===== src/rtl/mines_round_controller_pkg.sv =====
// Shared types and helpers for the Mines round controller.
package mines_pkg;

  typedef enum logic [2:0] {
    ST_IDLE   = 3'd0,
    ST_PLACE  = 3'd1,
    ST_PLAY   = 3'd2,
    ST_LOST   = 3'd3,
    ST_WON    = 3'd4,
    ST_CASHED = 3'd5
  } state_t;

  // Feedback taps for x^16+x^14+x^13+x^11 (bits 15,13,12,10)
  localparam logic [15:0] LFSR_TAPS = 16'hB400;

  function automatic int unsigned clamp_mines(input int unsigned req,
                                              input int unsigned tiles);
    if (req < 1) return 1;
    if (req > tiles - 1) return tiles - 1;
    return req;
  endfunction

endpackage


===== src/rtl/mines_round_controller_if.sv =====
// Front-end / display-side signal bundle of the Mines round controller.
interface mines_round_controller_if #(
  parameter int unsigned GRID_TILES = 16,
  parameter int unsigned IDX_W      = $clog2(GRID_TILES),
  parameter int unsigned SCORE_W    = 24
);
  logic                  start;
  logic [IDX_W:0]        mine_count;
  logic                  reveal_req;
  logic [IDX_W-1:0]      reveal_idx;
  logic                  cash_out;
  logic [GRID_TILES-1:0] mine_map;
  logic [GRID_TILES-1:0] revealed_map;
  logic [SCORE_W-1:0]    score;
  logic [IDX_W:0]        safe_count;
  logic [2:0]            state_o;
  logic                  busy;
  logic                  reveal_ack;
  logic                  reveal_dup;
  logic                  game_over;
  logic                  game_won;

  modport master (
    output start, mine_count, reveal_req, reveal_idx, cash_out,
    input  mine_map, revealed_map, score, safe_count, state_o,
           busy, reveal_ack, reveal_dup, game_over, game_won
  );

  modport slave (
    input  start, mine_count, reveal_req, reveal_idx, cash_out,
    output mine_map, revealed_map, score, safe_count, state_o,
           busy, reveal_ack, reveal_dup, game_over, game_won
  );
endinterface


===== src/rtl/mines_round_controller_lfsr.sv =====
// 16-bit Fibonacci LFSR used as the mine-placement source; reseeded on rst.
module mines_lfsr16
  import mines_pkg::*;
#(
  parameter logic [15:0] SEED = 16'hACE1
) (
  input  logic        clk,
  input  logic        rst,
  input  logic        en,
  output logic [15:0] q
);

  always_ff @(posedge clk) begin
    if (rst) q <= SEED;
    else if (en) q <= {q[14:0], ^(q & LFSR_TAPS)};
  end

endmodule


===== src/rtl/mines_round_controller.sv =====
// Mines game-round engine: LFSR mine placement, reveal tracking, scoring and
// lose / win / cash-out resolution.
module mines_round_controller
  import mines_pkg::*;
#(
  parameter int unsigned GRID_TILES  = 16,
  parameter int unsigned IDX_W       = $clog2(GRID_TILES),
  parameter int unsigned SCORE_W     = 24,
  parameter int unsigned BASE_POINTS = 10,
  parameter logic [15:0] LFSR_SEED   = 16'hACE1
) (
  input logic                  clk,
  input logic                  rst,
  mines_round_controller_if.slave bus
);

  localparam logic [IDX_W:0] TILES_W = (IDX_W + 1)'(GRID_TILES);

  state_t                state_q, state_d;
  logic [GRID_TILES-1:0] mine_q, mine_d, rev_q, rev_d;
  logic [SCORE_W-1:0]    score_q, score_d, points_q, points_d;
  logic [IDX_W:0]        safe_q, safe_d, placed_q, placed_d;
  logic [IDX_W:0]        mines_eff_q, mines_eff_d, mines_req;
  logic                  ack_q, ack_d, dup_q, dup_d;

  logic                  start_s, start_q, req_s, req_q;
  logic [IDX_W-1:0]      idx_s;
  logic [IDX_W:0]        mc_s;
  logic                  start_evt, rev_evt;
  logic [15:0]           lfsr_q;
  logic [IDX_W-1:0]      cand;
  logic [SCORE_W:0]      sum_w;
  logic                  unused_lfsr_hi;

  mines_lfsr16 #(.SEED(LFSR_SEED)) u_lfsr (
    .clk (clk),
    .rst (rst),
    .en  (state_q == ST_PLACE),
    .q   (lfsr_q)
  );

  // Inputs pass one register stage; the edge is taken against a second copy,
  // which gives the two-cycle reveal-to-ack latency.
  always_ff @(posedge clk) begin
    if (rst) begin
      start_s <= 1'b0;
      start_q <= 1'b0;
      req_s   <= 1'b0;
      req_q   <= 1'b0;
      idx_s   <= '0;
      mc_s    <= '0;
    end else begin
      start_s <= bus.start;
      start_q <= start_s;
      req_s   <= bus.reveal_req;
      req_q   <= req_s;
      idx_s   <= bus.reveal_idx;
      mc_s    <= bus.mine_count;
    end
  end

  assign start_evt      = start_s & ~start_q;
  assign rev_evt        = req_s & ~req_q;
  assign cand           = lfsr_q[IDX_W-1:0];
  assign unused_lfsr_hi = ^lfsr_q[15:IDX_W];
  assign sum_w          = {1'b0, score_q} + {1'b0, points_q};
  assign mines_req      = (IDX_W + 1)'(clamp_mines(32'(mc_s), GRID_TILES));

  always_ff @(posedge clk) begin
    if (rst) begin
      state_q     <= ST_IDLE;
      mine_q      <= '0;
      rev_q       <= '0;
      score_q     <= '0;
      points_q    <= '0;
      safe_q      <= '0;
      placed_q    <= '0;
      mines_eff_q <= '0;
      ack_q       <= 1'b0;
      dup_q       <= 1'b0;
    end else begin
      state_q     <= state_d;
      mine_q      <= mine_d;
      rev_q       <= rev_d;
      score_q     <= score_d;
      points_q    <= points_d;
      safe_q      <= safe_d;
      placed_q    <= placed_d;
      mines_eff_q <= mines_eff_d;
      ack_q       <= ack_d;
      dup_q       <= dup_d;
    end
  end

  always_comb begin
    state_d     = state_q;
    mine_d      = mine_q;
    rev_d       = rev_q;
    score_d     = score_q;
    points_d    = points_q;
    safe_d      = safe_q;
    placed_d    = placed_q;
    mines_eff_d = mines_eff_q;
    ack_d       = 1'b0;
    dup_d       = 1'b0;
    case (state_q)
      ST_IDLE, ST_LOST, ST_WON, ST_CASHED: begin
        if (start_evt) begin
          state_d     = ST_PLACE;
          mine_d      = '0;
          rev_d       = '0;
          score_d     = '0;
          safe_d      = '0;
          placed_d    = '0;
          mines_eff_d = mines_req;
          points_d    = SCORE_W'(BASE_POINTS * 32'(mines_req));
        end
      end
      ST_PLACE: begin
        if (!mine_q[cand]) begin
          mine_d[cand] = 1'b1;
          placed_d     = placed_q + 1'b1;
        end
        if (placed_d == mines_eff_q) state_d = ST_PLAY;
      end
      ST_PLAY: begin
        if (bus.cash_out && (safe_q != '0)) begin
          state_d = ST_CASHED;
        end else if (rev_evt) begin
          ack_d = 1'b1;
          if (rev_q[idx_s]) begin
            dup_d = 1'b1;
          end else if (mine_q[idx_s]) begin
            rev_d[idx_s] = 1'b1;
            score_d      = '0;
            state_d      = ST_LOST;
          end else begin
            rev_d[idx_s] = 1'b1;
            safe_d       = safe_q + 1'b1;
            score_d      = sum_w[SCORE_W] ? '1 : sum_w[SCORE_W-1:0];
            if (safe_d == TILES_W - mines_eff_q) state_d = ST_WON;
          end
        end
      end
      default: state_d = ST_IDLE;
    endcase
  end

  assign bus.mine_map     = mine_q;
  assign bus.revealed_map = rev_q;
  assign bus.score        = score_q;
  assign bus.safe_count   = safe_q;
  assign bus.state_o      = state_q;
  assign bus.busy         = (state_q == ST_PLACE);
  assign bus.reveal_ack   = ack_q;
  assign bus.reveal_dup   = dup_q;
  assign bus.game_over    = (state_q == ST_LOST);
  assign bus.game_won     = (state_q == ST_WON) || (state_q == ST_CASHED);

endmodule

===== src/flat_wrapper.sv =====
// flat-port wrapper written by rule: the top's interface ports become plain ports
module mines_round_controller_flat import mines_pkg::*;
#(
  parameter int unsigned GRID_TILES  = 16,
  parameter int unsigned IDX_W       = $clog2(GRID_TILES),
  parameter int unsigned SCORE_W     = 24,
  parameter int unsigned BASE_POINTS = 10,
  parameter logic [15:0] LFSR_SEED   = 16'hACE1
)
  (clk, rst, bus_start, bus_mine_count, bus_reveal_req, bus_reveal_idx, bus_cash_out, bus_mine_map, bus_revealed_map, bus_score, bus_safe_count, bus_state_o, bus_busy, bus_reveal_ack, bus_reveal_dup, bus_game_over, bus_game_won);
  mines_round_controller_if #(.GRID_TILES(GRID_TILES), .IDX_W(IDX_W), .SCORE_W(SCORE_W)) bus_i ();
  input logic clk;
  input logic rst;
  input wire logic [$bits(bus_i.start)-1:0] bus_start;
  input wire logic [$bits(bus_i.mine_count)-1:0] bus_mine_count;
  input wire logic [$bits(bus_i.reveal_req)-1:0] bus_reveal_req;
  input wire logic [$bits(bus_i.reveal_idx)-1:0] bus_reveal_idx;
  input wire logic [$bits(bus_i.cash_out)-1:0] bus_cash_out;
  output wire logic [$bits(bus_i.mine_map)-1:0] bus_mine_map;
  output wire logic [$bits(bus_i.revealed_map)-1:0] bus_revealed_map;
  output wire logic [$bits(bus_i.score)-1:0] bus_score;
  output wire logic [$bits(bus_i.safe_count)-1:0] bus_safe_count;
  output wire logic [$bits(bus_i.state_o)-1:0] bus_state_o;
  output wire logic [$bits(bus_i.busy)-1:0] bus_busy;
  output wire logic [$bits(bus_i.reveal_ack)-1:0] bus_reveal_ack;
  output wire logic [$bits(bus_i.reveal_dup)-1:0] bus_reveal_dup;
  output wire logic [$bits(bus_i.game_over)-1:0] bus_game_over;
  output wire logic [$bits(bus_i.game_won)-1:0] bus_game_won;
  assign bus_i.start = bus_start;
  assign bus_i.mine_count = bus_mine_count;
  assign bus_i.reveal_req = bus_reveal_req;
  assign bus_i.reveal_idx = bus_reveal_idx;
  assign bus_i.cash_out = bus_cash_out;
  assign bus_mine_map = bus_i.mine_map;
  assign bus_revealed_map = bus_i.revealed_map;
  assign bus_score = bus_i.score;
  assign bus_safe_count = bus_i.safe_count;
  assign bus_state_o = bus_i.state_o;
  assign bus_busy = bus_i.busy;
  assign bus_reveal_ack = bus_i.reveal_ack;
  assign bus_reveal_dup = bus_i.reveal_dup;
  assign bus_game_over = bus_i.game_over;
  assign bus_game_won = bus_i.game_won;
  mines_round_controller #(.GRID_TILES(GRID_TILES), .IDX_W(IDX_W), .SCORE_W(SCORE_W), .BASE_POINTS(BASE_POINTS), .LFSR_SEED(LFSR_SEED)) u_core (.clk(clk), .rst(rst), .bus(bus_i));
endmodule

===== config.mk =====
export PLATFORM = sky130hd
export DESIGN_NAME = mines_round_controller_flat
export DESIGN_NICKNAME = d
export VERILOG_FILES = /design/src/rtl/mines_round_controller_pkg.sv /design/src/rtl/mines_round_controller_if.sv /design/src/rtl/mines_round_controller_lfsr.sv /design/src/rtl/mines_round_controller.sv /design/src/flat_wrapper.sv
export SDC_FILE = /design/constraint.sdc
export NUM_CORES = 1
export LEC_CHECK = 0
export CAP_MARGIN = 20
export CORE_MARGIN = 1.5
export CORE_UTILIZATION = 40
export CTS_BUF_LIST = sky130_fd_sc_hd__clkbuf_8
export DETAILED_ROUTE_END_ITERATION = 10
export HOLD_SLACK_MARGIN = 0.05
export PLACE_DENSITY = 0.65
export SYNTH_ARGS = -nofsm -noshare
export SYNTH_HDL_FRONTEND = slang
export SYNTH_SLANG_ARGS = --single-unit

===== constraint.sdc =====
create_clock -name clk -period 5.1 [get_ports clk]
set_input_delay 1.02 -clock clk [delete_from_list [all_inputs] [get_ports clk]]
set_output_delay 1.02 -clock clk [all_outputs]
set_load 0.01 [all_outputs]

# Yosys cells after proc, flatten, opt, wreduce, memory -nomap -nowiden
# Index checks and enable logic that the tools add are counted.
[word_totals]
reg_bits = 113
latch_bits = 0
ramBits = 0
mem_bits_ro = 0
in_bits = 14
word_cells = 121
mem_count = 0
[classes]
add_sub_neg = 4
multipliers = 1
div = 0
order_cmp = 6
eq_ne = 17
shifts = 0
muxes = 50
bitwise = 8
reduce_logical = 18
[ops]
columns = ["cell", "count"]
rows = [
  ["$mux W24", 6],
  ["$mux W16", 5],
  ["$pmux W16 S2", 2],
  ["$pmux W24 S2", 1],
  ["$mux W5", 9],
  ["$or A16 B16 Y16", 2],
  ["$add A24 B9 Y25", 1],
  ["$mux W3", 7],
  ["$pmux W5 S2", 2],
  ["$reduce_xor A16 Y1", 1],
  ["$bmux W1 S4", 3],
  ["$mux W1", 11],
  ["$add A5 B1 Y5 const B", 2],
  ["$eq A5 B5 Y1", 2],
  ["$lt A4 B5 Y1 const B", 2],
  ["$reduce_and A5 Y1", 2],
  ["$pmux W3 S3", 1],
  ["$demux W1 S4", 2],
  ["$ge A4 B1 Y1 const B", 2],
  ["$mul A3 B5 Y8 const A", 1],
  ["$ne A2 B2 Y1 const B", 4],
  ["$reduce_or A4 Y1", 2],
  ["$eq A3 B2 Y1 const B", 2],
  ["$eq A3 B3 Y1 const B", 2],
  ["20 further kinds", 30],
]

# Depth between registers and ports, before layout
[logic_depth]
ltp_word = 9
depth_mapped = 9
ltp_nobuf = 8

# Modules after synthesis
# A second synthesis with hierarchy kept.
[unflattened]
cells_unflattened = 598
hier_area_um2 = 5502.8
[modules_own_cells]
columns = ["module", "instances", "cells_each", "area_each_um2", "seq_area_each_um2"]
rows = [
  ["mines_round_controller", 1, 543, 4883.4, 1901.8],
  ["mines_lfsr16", 1, 55, 619.3, 320.3],
]

# Least setup slack after synthesis
# Ideal clock, no wire load.
[synth_timing]
kind = "reg-to-output"
start = "register u_core.state_q[0] (netlist: u_core.bus.state_o[0])"
end = "output bus_busy"
arrival_ns = 1.399
setup_slack_ns = 2.681
path_stages_with_launch = 5
n_path_buf = 1
cell_sequence = "dfxtp_1 > nor2b_1 > or2b_2 > inv_1 > buf_1"
[synth_between]
elab_chain_cells = 1
[synth_lines]
columns = ["element", "line", "rtl"]
rows = [
  ["from (decl)", "mines_round_controller.sv:19", "state_t state_q, state_d;"],
  ["from (signal assigned)", "mines_round_controller.sv:82", "state_q <= state_d;"],
  ["$eq A3 B1 Y1", "mines_round_controller.sv:154", "assign bus.busy = (state_q == ST_PLACE);"],
  ["to (decl)", "flat_wrapper.sv:24", "output wire logic [$bits(bus_i.busy)-1:0] bus_busy;"],
]
# No other way between the ends.

# Worst setup path in the final report
# Ends and elaborated chain as after synthesis.

==> metrics.yaml <==
status:
  status: "complete, no violations"
clock_tree:
  clock_latency_ns: 0.39
  root_buffer: "clkbuf_8"
  clk_pin_slew_worst_paths_ns: 0.10
  clockBufferDepth: 2
  clock_sinks: 111
  postCtsResizedCells: 0
  numCtsBuffers: 9
  post_cts_buffers: 0
  cts_tree: "built"
  cts-hold-fix-buffers: 0
  htreeDepth: 3
sta:
  setup_viol: 0
  worstMarginPinSlew_ns: 1.01
  fin_skew_ns: 0.00754
  maxSlewViolCount: 0
  hold_ws_ns: 0.457
  slew_headroom: 0.327
  final.min_clock_period_ns: 3.83
  max_freq_ghz: 0.261
  hold_viol_final: 0
  finalCritPeriodShare: 0.752
  rsz0062_at_grt: "no"
  fin_tns_setup_ns: 0
synthesis:
  synth-edff-count: 0
  yosys-top-cells-area: "dfxtp_1 (38%), mux4_2 (6.6%), nor2_1 (4.6%)"
  synthTopCellsByCount: "dfxtp_1 (111), nor2_1 (70), nand2_1 (66), a21oi_1 (34), a31oi_1 (30)"
  syn_inst: 639
  synth_area_leader_cell: "dfxtp_1"
  synth.net_count: 671
  syn_area_sq_mm: 0.00577
  synth_top_flop_cell: "dfxtp_1"
  netlist.area_leader.share: 0.385
  avgSynthCellArea_sq_um: 9.04
  synthArstFlopShare: 0
  yosysSeqAreaShare: 0.385
  ys_types: 69
  yosysWarnings: 0
  synth.most_common_cell: "dfxtp_1"
  ys_seq_elements: 111
finish:
  fin_cells: 887
  fillers: 1333
  multiInputGateArea_sq_mm: 0.00329
  antennaDiodeCount: 0
  regArea_sq_mm: 0.00222
  drive_above_1_share: 0.0835
  areaGrowthSynthToFinish_pct: 18.2
  nets: 734
critical_path:
  critPathBufInv: 2
  max_stage_delay_ns: 0.67
  cp-end-kind: "output pin"
  path_max_fanout: 24
  crit_chain: "nor2b_1 -> or2b_2 -> inv_1 -> clkdlybuf4s50_1"
  arrival_ns: 2.81
  crit_family: "buffers and inverters"
  worst_path_max_delay_cell: "clkdlybuf4s50_1"
  critPathLaunchType: "register"
  critical_path_class: "register to output pin"
  critPathRequiredTime_ns: 4.08
detailed_routing:
  drc_errors: 0
  routed_via_density: 5.65
  drt-initial-drc-count: 476
  wl_per_cell_um: 16.5
  vias: 5011
  first_pass_iters: 7
  drtAntennaViolNets: 0
  drt_wl_total_um: 14600
grt:
  gr-usage-met2: 0.315
  grt.busiest_layer: "met2"
  grt_pass1_vias: 4656
  globalRouteTotalUtil: 0.199
  use_met1: 0.269
  met3_usage: 0.0337
  grt.overflow.total: 0
  grt_max_degree: 51
  antenna_found_initial: 0
  grt_pass1_wl_um: 23600
floorplan:
  die_w_um: 123
  die_h_um: 123
  ioPinCount: 83
  rows: 43
  fp.coreArea_sq_mm: 0.0140
  start_util: 0.413
  die_area_sq_mm: 0.0152
pwr:
  combPwrFrac: 0.295
  ir_drop_mv: 0.146
  p_sw_uw: 783
  p_int_mw: 1.45
  seq_power_share: 0.471
  power_switching_share: 0.350
  clockPowerShare: 0.234
  powerDensity_mw_per_mm2: 328
  p_leak_nw: 2.46
placement:
  portBuffers: 82
  dp.cells: 871
  hpwlAfterDp_um: 10500
  gp_congestion: 0.851
hold_path:
  hold_path.class: "register to register"
flow_run:
  drv_cap: 0
-- sequential cells by signal, summed over array words and instances, names as in the netlist --
signal / count
u_core.bus.score: 24
u_core.bus.mine_map: 16
u_core.bus.revealed_map: 16
u_core.u_lfsr.q: 16
u_core.points_q: 6
u_core.bus.safe_count: 5
u_core.mc_s: 5
u_core.mines_eff_q: 5
u_core.placed_q: 5
u_core.idx_s: 4
u_core.bus.state_o: 3
u_core.bus.reveal_ack: 1
u_core.bus.reveal_dup: 1
u_core.req_q: 1
u_core.req_s: 1
u_core.start_q: 1
u_core.start_s: 1
-- power by group through the flow --
stage                     sequential, mW  clock, mW  combinational (mW)
after floorplan                     1.02          0               0.549
final                               1.05      0.524               0.660
after CTS                           1.05      0.540               0.662
after global placement              1.07          0               0.639
after global routing                1.07      0.570               0.734
after detailed placement            1.07          0               0.659
-- cell usage in the layout, fill, tap and decap left out, types with 4 or more instances in the layout --
cell	instances
a31oi_1	30
mux2i_1	5
nand3_1	22
nor3_1	17
mux4_2	17
dfxtp_1	111
and4_1	6
nor2_1	70
o21ai_0	9
nand2_1	66
nor2b_1	21
o211ai_1	13
inv_1	18
a21oi_1	34
xnor2_1	23
clkdlybuf4s50_1	81
o2bb2ai_1	4
and3_1	8
o21a_1	16
clkbuf_8	9
xor2_1	10
nand3b_1	4
a211oi_1	5
a311oi_1	4
mux2_2	4
or2_2	4
and2_1	5
ha_1	16
o22ai_1	6
-- cell type report --
cell class	instances	area share
timing repair buffer	85	0.123
tap	180	0.0330
sequential	111	0.326
clock inverter	7	0.00953
clock buffer	9	0.0181
multi-input combinational	478	0.482
inverter	17	0.00935
-- logic make-up (layout without fill, tap and decap cells) --
kind of cell / after synthesis / after routing / share of synthesized area
multiplexers: 26 / 26 / 0.0828
AO/OA/AOI/OAI: 151 / 151 / 0.181
other: 1 / 1 / 0.000649
AND/OR/NAND/NOR: 248 / 248 / 0.211
XOR/XNOR: 33 / 33 / 0.0501
buffers and inverters: 50 / 118 / 0.0470
adder cells (fa/ha/maj): 19 / 19 / 0.0433
flip-flops: 111 / 111 / 0.385
-- through the flow --
step	setup slack, ns	total power, mW	instance area [sq um]	utilization
after CTS	1.23	2.25	6830	0.488
after global routing	1.10	2.37	6830	0.488
after global placement	1.78	1.71	6640	0.474
after floorplan	2.68	1.57	5770	-
after detailed placement	1.67	1.73	6640	0.474
final	1.27	2.24	6830	0.488
-- worst paths after layout --
path / from / endpoint / slack, ns / depth (start not counted)
hold reg to reg: u_core.u_lfsr.q[11] / u_core.u_lfsr.q[12] / 0.46 / 2
hold / removal: u_core.u_lfsr.q[11] / u_core.u_lfsr.q[12] / 0.46 / 2
setup / recovery: u_core.bus.state_o[0] / bus_busy / 1.27 / 4
setup reg to reg: u_core.idx_s[1] / u_core.bus.score[16] / 1.86 / 6
-- per-layer routing --
| metal | vias to the layer above | share of wire |
|---|---|---|
| met5 | - | 0 |
| met4 | 0 | 0.025 |
| met3 | 22 | 0.050 |
| met2 | 147 | 0.47 |
| met1 | 2402 | 0.45 |
| li1 | 2440 | - |
-- worst register-to-register path, delay by kind of cell (launching register included) --
family / cells / cell delay, ns
DFF: 1 / 0.69
muxes: 3 / 1.21
AOI/OAI and AO/OA: 3 / 1.27
Power figures use the tool's default switching activity.
